File: src/rtl/nn_pkg.sv
// Shared constants and the feeder state encoding for the neuron datapath.
package nn_pkg;

  localparam int DATA_W = 12;
  localparam int RES_W  = 23;

  typedef enum logic [1:0] {
    FEED_IDLE   = 2'd0,
    FEED_SYNC   = 2'd1,
    FEED_STREAM = 2'd2,
    FEED_DRAIN  = 2'd3
  } feed_state_e;

endpackage

File: src/rtl/feature_bank.sv
// N-entry feature register file: one synchronous write port, one combinational read port.
module feature_bank #(
  parameter int N  = 3,
  parameter int W  = 12,
  parameter int AW = 2
) (
  input  logic          clk,
  input  logic          we,
  input  logic [AW-1:0] waddr,
  input  logic [W-1:0]  wdata,
  input  logic [AW-1:0] raddr,
  output logic [W-1:0]  rdata
);

  logic [W-1:0] mem [N];

  // Contents are deliberately left uncleared by reset; callers range-check addresses.
  always_ff @(posedge clk) begin
    if (we) mem[waddr] <= wdata;
  end

  assign rdata = mem[raddr];

endmodule

File: src/rtl/neuron_feeder.sv
// Buffers a feature vector, resets and streams it into one neuron, then captures its result.
// Optional FEEDER_PINGPONG_EN: double-buffered feature storage so the host can write while busy.
module neuron_feeder
  import nn_pkg::*;
#(
  parameter int N_IN      = 3,
  parameter int DATA_W    = nn_pkg::DATA_W,
  parameter int RES_W     = nn_pkg::RES_W,
  parameter int DRAIN_CYC = 3,
  localparam int AW       = (N_IN > 1) ? $clog2(N_IN) : 1
) (
  input  logic              clk,
  input  logic              rst,
  input  logic              wr_en,
  input  logic [AW-1:0]     wr_addr,
  input  logic [DATA_W-1:0] wr_data,
  output logic              wr_err,
  input  logic              start,
  output logic              busy,
  output logic              nrn_rst,
  output logic [DATA_W-1:0] nrn_data,
  output logic              nrn_valid,
  input  logic [RES_W-1:0]  nrn_out,
  output logic [RES_W-1:0]  res_data,
  output logic              res_valid,
  output logic [1:0]        fsm_state
);

  localparam logic [1:0] ST_IDLE   = FEED_IDLE;
  localparam logic [1:0] ST_SYNC   = FEED_SYNC;
  localparam logic [1:0] ST_STREAM = FEED_STREAM;
  localparam logic [1:0] ST_DRAIN  = FEED_DRAIN;

  localparam int CNT_MAX = (N_IN > DRAIN_CYC) ? N_IN : DRAIN_CYC;
  localparam int CW      = $clog2(CNT_MAX + 1);
  localparam logic [CW-1:0] LAST_IDX   = CW'(N_IN - 1);
  localparam logic [CW-1:0] LAST_DRAIN = CW'(DRAIN_CYC - 1);

  logic [1:0]        state;
  logic [CW-1:0]     cnt;
  logic              start_ok;
  logic              addr_ok;
  logic              wr_ok;
  logic [AW-1:0]     rd_addr;
  logic [DATA_W-1:0] rd_data;

  assign busy      = (state != ST_IDLE);
  assign start_ok  = start && !busy;
  assign addr_ok   = (32'(wr_addr) < 32'(N_IN));
  assign nrn_rst   = rst || (state == ST_SYNC);
  assign fsm_state = state;

`ifdef FEEDER_PINGPONG_EN
  assign wr_ok = wr_en && addr_ok;
`else
  assign wr_ok = wr_en && addr_ok && !busy;
`endif

  // nrn_data is registered, so the bank is read one index ahead of the word on the wire.
  always_comb begin
    rd_addr = '0;
    if (state == ST_STREAM && cnt != LAST_IDX) rd_addr = AW'(cnt + 1'b1);
  end

`ifdef FEEDER_PINGPONG_EN
  logic              host_sel;
  logic [DATA_W-1:0] rd_data0;
  logic [DATA_W-1:0] rd_data1;

  feature_bank #(.N(N_IN), .W(DATA_W), .AW(AW)) u_bank0 (
    .clk   (clk),
    .we    (wr_ok && !host_sel),
    .waddr (wr_addr),
    .wdata (wr_data),
    .raddr (rd_addr),
    .rdata (rd_data0)
  );

  feature_bank #(.N(N_IN), .W(DATA_W), .AW(AW)) u_bank1 (
    .clk   (clk),
    .we    (wr_ok && host_sel),
    .waddr (wr_addr),
    .wdata (wr_data),
    .raddr (rd_addr),
    .rdata (rd_data1)
  );

  // The stream bank is always the one the host is not writing.
  assign rd_data = host_sel ? rd_data0 : rd_data1;

  always_ff @(posedge clk) begin
    if (rst)           host_sel <= 1'b0;
    else if (start_ok) host_sel <= ~host_sel;
  end
`else
  feature_bank #(.N(N_IN), .W(DATA_W), .AW(AW)) u_bank (
    .clk   (clk),
    .we    (wr_ok),
    .waddr (wr_addr),
    .wdata (wr_data),
    .raddr (rd_addr),
    .rdata (rd_data)
  );
`endif

  always_ff @(posedge clk) begin
    if (rst) begin
      state     <= ST_IDLE;
      cnt       <= '0;
      nrn_data  <= '0;
      nrn_valid <= 1'b0;
      res_data  <= '0;
      res_valid <= 1'b0;
      wr_err    <= 1'b0;
    end else begin
      wr_err    <= wr_en && !wr_ok;
      res_valid <= 1'b0;
      case (state)
        ST_IDLE: begin
          if (start) state <= ST_SYNC;
        end
        ST_SYNC: begin
          state     <= ST_STREAM;
          cnt       <= '0;
          nrn_data  <= rd_data;
          nrn_valid <= 1'b1;
        end
        ST_STREAM: begin
          if (cnt == LAST_IDX) begin
            state     <= ST_DRAIN;
            cnt       <= '0;
            nrn_data  <= '0;
            nrn_valid <= 1'b0;
          end else begin
            cnt      <= cnt + 1'b1;
            nrn_data <= rd_data;
          end
        end
        ST_DRAIN: begin
          // Drain covers the neuron's sum and ReLU stages before its output is final.
          if (cnt == LAST_DRAIN) begin
            state     <= ST_IDLE;
            cnt       <= '0;
            res_data  <= nrn_out;
            res_valid <= 1'b1;
          end else begin
            cnt <= cnt + 1'b1;
          end
        end
        default: state <= ST_IDLE;
      endcase
    end
  end

endmodule

File: config.mk
export PLATFORM = sky130hd
export DESIGN_NAME = neuron_feeder
export DESIGN_NICKNAME = d
export VERILOG_FILES = /design/src/rtl/nn_pkg.sv /design/src/rtl/feature_bank.sv /design/src/rtl/neuron_feeder.sv
export SDC_FILE = /design/constraint.sdc
export NUM_CORES = 1
export LEC_CHECK = 0
export CELL_PAD_IN_SITES_DETAIL_PLACEMENT = 0
export CELL_PAD_IN_SITES_GLOBAL_PLACEMENT = 1
export CORE_ASPECT_RATIO = 0.75
export CORE_MARGIN = 5
export CORE_UTILIZATION = 31
export DETAILED_ROUTE_END_ITERATION = 8
export PLACE_DENSITY = 0.74
export SLEW_MARGIN = 20
export SYNTH_ARGS = -nofsm -noshare
export SYNTH_HDL_FRONTEND = slang
export SYNTH_SLANG_ARGS = --single-unit
File: constraint.sdc
create_clock -name clk -period 5.25 [get_ports clk]
set_input_delay 0.525 -clock clk [delete_from_list [all_inputs] [get_ports clk]]
set_output_delay 0.525 -clock clk [all_outputs]
set_load 0.05 [all_outputs]
* After elaboration in Yosys (flattened, before gate mapping)
Memory sizes are Yosys's and may differ from the RTL's.
Cells that the tools add are included.
** Storage, ports and cells
- Flip-flop bits (word level) :: 42
- Bits in writable memories :: 36
- Bits of input ports :: 41
- Output and inout port bits :: 42
- Memories kept :: 1
** Memory list
- u_bank.mem :: depth 3, width 12, rd ports 1, clocked after Yosys merged registers in 0, write ports 1, line feature_bank.sv:15 : logic [W-1:0] mem [N];
** Cells by class
- Add/sub/neg operators :: 1
- Order comparisons :: 1
- Equality and inequality tests :: 8
- Multiplexer cells :: 14
- Bitwise operators :: 1
- Reduce and logical (&&, ||, !) cells :: 16
** Operator list (number)
- $pmux W12 S2 :: 1
- $mux W12 :: 1
- $mux W2 :: 5
- $pmux W2 S4 :: 1
- $eq A2 B2 Y1 const B :: 3
- $ne A2 B2 Y1 const B :: 3
- $reduce_bool A2 Y1 :: 3
- $logic_and A1 B1 Y1 :: 4
- $mux W1 :: 4
- $pmux W2 S2 :: 1
- $reduce_and A2 Y1 :: 2
- $reduce_or A2 Y1 :: 2
- $reduce_and A3 Y1 :: 1
- $add A2 B1 Y2 const B :: 1
- $eq A2 B1 Y1 const B :: 1
- $logic_not A1 Y1 :: 2
- $logic_not A2 Y1 :: 1
- $lt A2 B2 Y1 const B :: 1
- $ne A2 B1 Y1 const B :: 1
- $pmux W1 S2 :: 1
- $logic_or A1 B1 Y1 :: 1
- $not A1 Y1 :: 1

* Longest topological paths before layout
Gate-level depths: netlist of run 1.
An unclocked memory read counts as a cell.
- Depth in word-level cells :: 6
- Gate-level depth with buffers :: 10

* By module
Synthesis of run 1 repeated with hierarchy kept, for this count alone.
** Second synthesis, totals
- Cells, all modules :: 255
- Area, all modules :: 3105.5 um^2
** Modules (own cells, without submodules)
- neuron_feeder :: times used 1, cells each 177, area an instance 1749.2 um^2
- feature_bank :: times used 1, cells each 78, area an instance 1356.3 um^2

* Worst setup path after synthesis of run 1
Ideal clock, no wire load.
- Path kind :: reg2reg
- Start :: register state[1] (netlist: fsm_state[1])
- End :: memory u_bank.mem[2][0], enable pin
- Library setup time :: 0.399 ns
- Arrival :: 1.947 ns
- Required time :: 4.851 ns
- Setup slack :: 2.904 ns
- Cell stages (with the launch flop) :: 5
- Path buffers :: 0
- Clock period less this slack :: 2.346 ns
- Cell sequence :: dfxtp_1 -> inv_1 -> ha_1 -> nand2_1 -> nor3b_1
** Between the ends
- Cells in the longest elaborated chain, start to end :: 5
** Ends and longest elaborated chain
- from (decl) :: line neuron_feeder.sv:39 : logic [1:0] state;
- from (signal assigned) :: line neuron_feeder.sv:108 : state <= ST_IDLE;
- from (signal assigned) :: line neuron_feeder.sv:120 : if (start) state <= ST_SYNC;
- from (signal assigned) :: line neuron_feeder.sv:123 : state <= ST_STREAM;
- $reduce_bool A2 Y1 :: line neuron_feeder.sv:47 : assign busy = (state != ST_IDLE);
- $logic_not A1 Y1 :: line neuron_feeder.sv:56 : assign wr_ok = wr_en && addr_ok && !busy;
- $logic_and A1 B1 Y1 :: line neuron_feeder.sv:56
- $mux W1 :: line feature_bank.sv:19 : if (we) mem[waddr] <= wdata;
- $mux W1 (implied by the code) :: line feature_bank.sv:19
- to (decl) :: line feature_bank.sv:15
Every way passes these cells.

* Worst setup path in the final report of run 1
- Start :: input port rst
- End :: output port nrn_rst
** Between the ends
- Cells in the longest elaborated chain, start to end :: 1
** Ends and longest elaborated chain
- from (decl) :: line neuron_feeder.sv:13 : input logic rst,
- $logic_or A1 B1 Y1 :: line neuron_feeder.sv:50 : assign nrn_rst = rst || (state == ST_SYNC);
- to (decl) :: line neuron_feeder.sv:20 : output logic nrn_rst,
Every way passes these cells.

==> results of run 1 <==
-- cells in the mapped netlist (all sizes together) --
cell type  number
nand3b          2
edfxtp         36
o21ai           1
buf            13
a21o            1
and2            1
nor2            5
nand2          52
nor3b           2
nor3            2
nor4b          12
clkbuf          9
nor2b          27
o311a           1
o21bai         12
nand3           1
dfxtp          42
ha              8
inv            16
or2             2
o22ai          11
a32o           11
a311oi          1
a21oi          29
nand2b          3
-- worst paths after layout --
check,start,end,slack (ns)
worst max register to register,cnt[0],nrn_data[3],2.51
worst min register to register,res_data[8],res_data[8],0.45
worst min-delay path,res_data[8],res_data[8],0.45
worst max-delay path,rst,nrn_rst,2.43
-- layout make-up --
cell class | count | share of cell area
tap | 136 | 0.0379
timing repair buffer | 85 | 0.188
clock inverter | 7 | 0.0145
inverter | 16 | 0.0134
multi-input combinational | 184 | 0.268
sequential | 78 | 0.428
clock buffer | 9 | 0.0502
-- state kept, by name, indices dropped and copies added (netlist names) --
signal      cells
u_bank.mem     36
res_data       23
nrn_data       12
cnt             2
fsm_state       2
nrn_valid       1
res_valid       1
wr_err          1
-- metrics by stage --
step	area, µm²	instances
2_1_floorplan	3300	300
3_3_place_gp	4190	499
3_5_place_dp	4190	499
4_1_cts	4480	515
5_1_grt	4490	515
6_report	4490	515
-- critical path: stages --
cell and delay, ns:
clkdlybuf4s50_1 0.45, buf_4 0.33, or2_2 0.18, clkdlybuf4s50_1 0.79
-- where the power goes --
part           internal, W  switching, W
Clock             0.000364      0.000229
Combinational     0.000271      0.000426
Sequential        0.000712     0.0000481
Total              0.00135      0.000703
-- metal layers --
metal | wire length, µm | vias up
li1 | - | 1190
met1 | 3240 | 1083
met2 | 3550 | 45
met3 | 367 | 6
met4 | 85 | 0
met5 | 0 | -
-- logic make-up after synthesis --
logic type / share of synthesized area
AOI/OAI and AO/OA: 0.140
and+or+nand+nor: 0.189
buffers and inverters: 0.0581
adders and majority gates: 0.0304
DFF: 0.583
==> flow_summary.toml, run 1 <==
[cells_and_area]
nets = 423
diodes = 0
mostFrequentLayoutCells = "clkdlybuf4s50_1, nand2_1, dfxtp_1"
final_common_cell = "clkdlybuf4s50_1"
utilization = 0.434
multiInputGateArea_mm2 = 0.00120
seqCellArea_mm2 = 0.00192
area_delta_synth_final_pct = 36.1
num-fill-cells = 998
drive_above_1_share = 0.0844

[clocking]
path_clk_slew_ns = 0.06
numClockSinks = 78
htreeDepth = 3
clk_latency_ns = 0.32
cts-hold-fix-buffers = 0
clock-root-buffer = "clkbuf_16"
ctsResizeCount = 0
cts_buffer_depth = 2
post_cts_buffers = 0
cts_buffers = 9
cts_tree = "yes"

[floorplanning]
initial_core_util = 0.319
die_area_mm2 = 0.0128
chipHeight_um = 99.3
num_io_pins = 83
die_x_um = 129
rows = 32
coreArea_mm2 = 0.0103

[critical_path]
cp_max_fo = 34
worstPathRequired_ns = 4.72
critPathArrivalTime_ns = 2.29
worst-r2r-cell-count = 5
worst_setup_path_start_kind = "input port"
crit_path_end_kind = "primary output"
path_class = "in2out"

[timing]
hold_ws_ns = 0.453
skew_ns = 0.00315
slew_violations = 0
setup_ws_ns = 2.43
rsz0062_at_grt = "no"
setup_viol = 0
worstMarginPinSlew_ns = 1.02
fmax_mhz = 355
fin_crit_ns = 2.82
finalCritPeriodShare = 0.536
max-slew-margin-rel = 0.317
finalSetupTns_ns = 0
hold_violations = 0

[logic_synthesis]
synth_cells = 300
yosysTopAreaCellShare = 0.328
synth.distinct_cells = 30
synth_top_area_cell = "edfxtp_1"
ys_seq_area_frac = 0.583
ys_ff_latch = 78
syn-mean-instance-area_um2 = 11.0
synth_area_mm2 = 0.00330
syn-num-nets = 349
netlist_top_cells_area = "edfxtp_1, dfxtp_1, nand2_1, nor2b_1, a21oi_1"
yosysWarnings = 0

[worst_hold_path]
hp-class = "reg2reg"
min_path_cells = 2

[power]
ir_worst_vdd_mv = 0.197
p_total_w = 0.00205
p_leak_nw = 1.51
power_density_mw_per_mm2 = 457

[placement]
gp_congestion = 0.692
place_worst_setup_slack_ns = 2.42
io_buffers = 82
hpwl_um = 5080

[global_routing]
use_met1 = 0.148
antenna_found_initial = 0
grt_overflow = 0
grt_max_degree = 35
grt_pass1_wl_um = 12100
grt_pass1_vias = 2435
grt_busiest_layer = "met2"
grt_use_total = 0.119
met3_usage = 0.0365
gr-usage-met2 = 0.197

[run]
maxCapViolations = 0

[route]
wl_per_cell_um = 14.1
final_antenna_net_count = 0
first_pass_iters = 4
drt_drc_violations_left = 0
drt-vias-per-instance = 4.51
vias = 2324
totalWireLength_um = 7250
drtIter0Drc = 101

[outcome]
outcome = "finished, final reports clean"
Power figures use the tool's default switching activity.
==> run 2, diff against run 1 <==
==> constraint.sdc (replaced) <==
create_clock -name clk -period 2.9 [get_ports clk]
set_input_delay 0.29 -clock clk [delete_from_list [all_inputs] [get_ports clk]]
set_output_delay 0.29 -clock clk [all_outputs]
set_load 0.05 [all_outputs]
==> run 2 against run 1 <==
  * Global-route usage rose by 0.71 points
  * Via count is 3.8% higher
  * Non-clock buffer count is 9 higher
  * Sequential share of layout area fell by 0.97 points
  * Cell area is 2.3% higher
  * Cell count is 1.7% higher
  * Routed wire length is 8.7% higher
  * Register-to-register slack got worse by 1.6 ns
  * Sequential cell count is the same
  * Total power increased by 90%
  * Hold slack worse by 0.0011 ns
  * Critical path type is now reg2out
==> flow_summary.toml, run 2 (synthesis results as in run 1) <==
[outcome]
outcome = "finished, final reports clean"

[placement]
hpwl_um = 5500
io_buffers = 82
place_area_mm2 = 0.00427
gp_congestion = 0.742
place_worst_setup_slack_ns = 0.895

[power]
p_leak_nw = 1.58
ir_worst_vdd_mv = 0.399
power_density_mw_per_mm2 = 847

[critical_path]
path_class = "reg2out"
worstPathRequired_ns = 2.61
worst_setup_path_start_kind = "flop"
crit_path_cell_trace = "inv_1 -> ha_1 -> inv_1 -> clkdlybuf4s50_1"
path_common_cell = "inv_1"
crit_path_end_kind = "primary output"
critPathArrivalTime_ns = 1.97
critical_path.max_stage_delay_ns = 0.79
worst_path_max_delay_cell = "clkdlybuf4s50_1"
cp_max_fo = 5

[timing]
finalSetupTns_ns = 0
setup_viol = 0
setup_ws_ns = 0.640
skew_ns = 0.00694
max-slew-margin-rel = 0.393
hold_violations = 0
fin_crit_ns = 2.26
fmax_mhz = 442
slew_violations = 0
worstMarginPinSlew_ns = 0.908
rsz0062_at_grt = "no"
finalCritPeriodShare = 0.779

[cells_and_area]
num-fill-cells = 988
nets = 432
seqCellArea_mm2 = 0.00192
final_common_cell = "clkdlybuf4s50_1"
regMostFlops = "u_bank.mem"
reg_top3 = "u_bank.mem x36, res_data x23, nrn_data x12"
mostFrequentLayoutCells = "clkdlybuf4s50_1, nand2_1, dfxtp_1"
design_area_mm2 = 0.00459
area_delta_synth_final_pct = 39.2
diodes = 0
multiInputGateArea_mm2 = 0.00119
drive_above_1_share = 0.106
largest_reg_flops = 36

[route]
final_antenna_net_count = 0
wl_per_cell_um = 15.0
vias = 2413
drt_drc_violations_left = 0
drt-vias-per-instance = 4.60
drtIter0Drc = 127
first_pass_iters = 5
totalWireLength_um = 7880

[global_routing]
grt_pass1_vias = 2508
antenna_found_initial = 0
grt_max_degree = 27
grt_pass1_wl_um = 12700
grt_use_total = 0.126
grt_overflow = 0

[run]
maxCapViolations = 0

[floorplanning]
chipHeight_um = 99.3
rows = 32
num_io_pins = 83
die_x_um = 129
coreArea_mm2 = 0.0103
die_area_mm2 = 0.0128
initial_core_util = 0.319

[worst_hold_path]
hp-class = "reg2reg"

[clocking]
cts-hold-fix-buffers = 0
cts_buffers = 9
cts_tree = "yes"
htreeDepth = 3
post_cts_buffers = 0
path_clk_slew_ns = 0.06
clk_latency_ns = 0.33
cts_buffer_depth = 2
numClockSinks = 78
ctsResizeCount = 0
clock-root-buffer = "clkbuf_16"
run 2: final cells by class:
cell class	count	share of cell area
sequential	78	0.419
multi-input combinational	184	0.260
timing repair buffer	94	0.201
clock buffer	9	0.0491
tap	136	0.0371
clock inverter	7	0.0213
inverter	16	0.0131
run 2: per-stage QoR:
stage	std cells	hold WS [ns]	power, W	util
2_1_floorplan	300	0.389	0.00228	-
3_5_place_dp	508	0.448	0.00273	0.413
6_report	524	0.452	0.00389	0.444
4_1_cts	524	0.456	0.00394	0.444
3_3_place_gp	508	0.441	0.00270	0.413
5_1_grt	524	0.470	0.00408	0.444
run 2: worst paths after layout:
| check | slack, ns | startpoint | cells past startpoint | to |
|---|---|---|---|---|
| setup reg to reg | 0.87 | fsm_state[0] | 6 | nrn_data[9] |
| hold / removal | 0.45 | res_data[8] | 2 | res_data[8] |
| setup / recovery | 0.64 | fsm_state[0] | 4 | busy |
| hold reg to reg | 0.45 | res_data[8] | 2 | res_data[8] |
run 2: worst max-delay path, delay by kind of cell, from the launching register on:
family	cells	cell delay [ns]
fa+ha+maj	1	0.27
buf+inv	3	0.97
flops	1	0.41
run 2: power by group:
group	switching (W)	total [W]	internal (W)
logic	0.000806	0.00133	0.000524
registers	0.0000741	0.00136	0.00129
clock network	0.000437	0.00119	0.000756
run 2: layer usage:
layer  track usage  up-vias  wire [µm]
met5             0        -          0
met4        0.0387        0        100
met3        0.0322        7        273
met2         0.209       42       3820
met1         0.161     1147       3690
li1              -     1217          -
==> run 3, diff against run 2 <==
==> constraint.sdc (replaced) <==
create_clock -name clk -period 2.1 [get_ports clk]
set_input_delay 0.21 -clock clk [delete_from_list [all_inputs] [get_ports clk]]
set_output_delay 0.21 -clock clk [all_outputs]
set_load 0.05 [all_outputs]
==> run 3 against run 2 <==
  * Clock skew about the same
  * Total power rose by 37%
  * Global-route usage is 0.22 points lower
  * Routed wire length shrank 0.81%
  * Sequential share of layout area decreased by 0.080 points
  * Die area unchanged
  * Critical path depth did not move
  * Cell area increased by 0.19%
  * Hold slack worse by 0.027 ns
==> flow_summary.toml, run 3 (synthesis results as in run 1) <==
[route]
drt-vias-per-instance = 4.61
first_pass_iters = 4
wl_per_cell_um = 14.8
drt_drc_violations_left = 0
totalWireLength_um = 7820
vias = 2431
drtIter0Drc = 103
final_antenna_net_count = 0

[power]
ir_worst_vdd_mv = 0.612
power_density_mw_per_mm2 = 1160
p_leak_nw = 1.59

[clocking]
cts-hold-fix-buffers = 0
htreeDepth = 3
path_clk_slew_ns = 0.06
cts_buffer_depth = 2
clock-root-buffer = "clkbuf_16"
post_cts_buffers = 0
numClockSinks = 78
cts_buffers = 9
clk_latency_ns = 0.33
cts_tree = "yes"

[outcome]
outcome = "finished, final reports clean"

[timing]
finalSetupTns_ns = 0
finalCritPeriodShare = 0.933
rsz0062_at_grt = "no"
slew_violations = 0
setup_viol = 0
skew_ns = 0.00667
max-slew-margin-rel = 0.375
hold_violations = 0
worstMarginPinSlew_ns = 0.936
hold_ws_ns = 0.425
fmax_mhz = 510
fin_crit_ns = 1.96

[critical_path]
crit_path_end_kind = "flop"
cp_max_fo = 11
crit_path_cell_trace = "inv_1 -> ha_1 -> nor2b_1 -> a32o_1"
r2r-end = "nrn_data[1]"
rrSetupSlack_ns = 0.14
path_class = "reg2reg"
critical_path.max_stage_delay_ns = 0.75
worst_setup_path_start_kind = "flop"
crit_buf_inv = 1
reg2reg_from = "fsm_state[0]"
worst_path_max_delay_cell = "nor2b_1"
worst-r2r-cell-count = 4
critPathArrivalTime_ns = 2.23
critPathTopFamily = "simple AND/OR/NAND/NOR gates"
worstPathRequired_ns = 2.37

[worst_hold_path]
hp-class = "in2reg"
min_path_cells = 3
min_from = "nrn_out[21]"
hold-path-endpoint = "res_data[21]"

[global_routing]
grt_max_degree = 27
grt_use_total = 0.124
grt_overflow = 0
grt_pass1_vias = 2549
antenna_found_initial = 0
grt_pass1_wl_um = 12500

[cells_and_area]
diodes = 0
reg_top3 = "u_bank.mem x36, res_data x23, nrn_data x12"
nets = 435
area_delta_synth_final_pct = 39.5
largest_reg_flops = 36
mostFrequentLayoutCells = "clkdlybuf4s50_1, nand2_1, dfxtp_1"
final_common_cell = "clkdlybuf4s50_1"
drive_above_1_share = 0.123
regMostFlops = "u_bank.mem"

[placement]
hpwl_um = 5390
io_buffers = 82
gp_congestion = 0.739

[floorplanning]
die_area_mm2 = 0.0128
chipHeight_um = 99.3
rows = 32
initial_core_util = 0.319
num_io_pins = 83
coreArea_mm2 = 0.0103
die_x_um = 129

[run]
maxCapViolations = 0
[run 3: how the worst max path moves through the flow]
stage,to,start,depth (start not counted)
3_3_place_gp,nrn_data[10],fsm_state[0],5
5_1_grt,nrn_data[5],fsm_state[0],4
3_5_place_dp,nrn_data[1],fsm_state[0],6
6_report,nrn_data[1],fsm_state[0],4
4_1_cts,nrn_data[1],fsm_state[0],6
2_1_floorplan,u_bank.mem[2][0],fsm_state[1],4
[run 3: metal layers]
layer / routed length (µm) / vias to the layer above / global-route usage
li1: - / 1220 / -
met1: 3660 / 1157 / 0.154
met2: 3790 / 48 / 0.210
met3: 309 / 6 / 0.0311
met4: 57 / 0 / 0.0379
met5: 0 / - / 0
[run 3: final cells by class]
cell class	count	area [µm²]
timing repair buffer	97	941
fill	961	5730
multi-input combinational	184	1200
clock buffer	9	225
tap	136	170
clock inverter	7	78.8
sequential	78	1920
inverter	16	60.1
[run 3: worst min-delay path: cells and delay by family]
| family | cells | cell delay (ns) |
|---|---|---|
| buffers and inverters | 1 | 0.39 |
| AND/OR/NAND/NOR | 1 | 0.06 |
| AO/OA/AOI/OAI | 1 | 0.05 |
[run 3: report_power, final]
part	switching [W]	internal [W]
clock	0.000640	0.000935
sequential	0.000103	0.00178
combinational	0.00112	0.000748
[run 3: timing repair]
item                       CTS  global route
gates resized for setup      0             1
hold endpoints to repair     0             0
setup endpoints to repair    0            11
[run 3: through the flow]
| step | utilization | instance area [µm²] | setup WS (ns) | power (W) | instances |
|---|---|---|---|---|---|
| final | 0.445 | 4600 | 0.140 | 0.00533 | 527 |
| after global routing | 0.445 | 4600 | 0.0395 | 0.00558 | 527 |
| after CTS | 0.445 | 4600 | 0.0684 | 0.00539 | 527 |
| after detailed placement | 0.415 | 4290 | 0.120 | 0.00379 | 511 |
| after global placement | 0.415 | 4290 | 0.213 | 0.00377 | 511 |
| after floorplan | - | 3310 | 0.133 | 0.00315 | 300 |
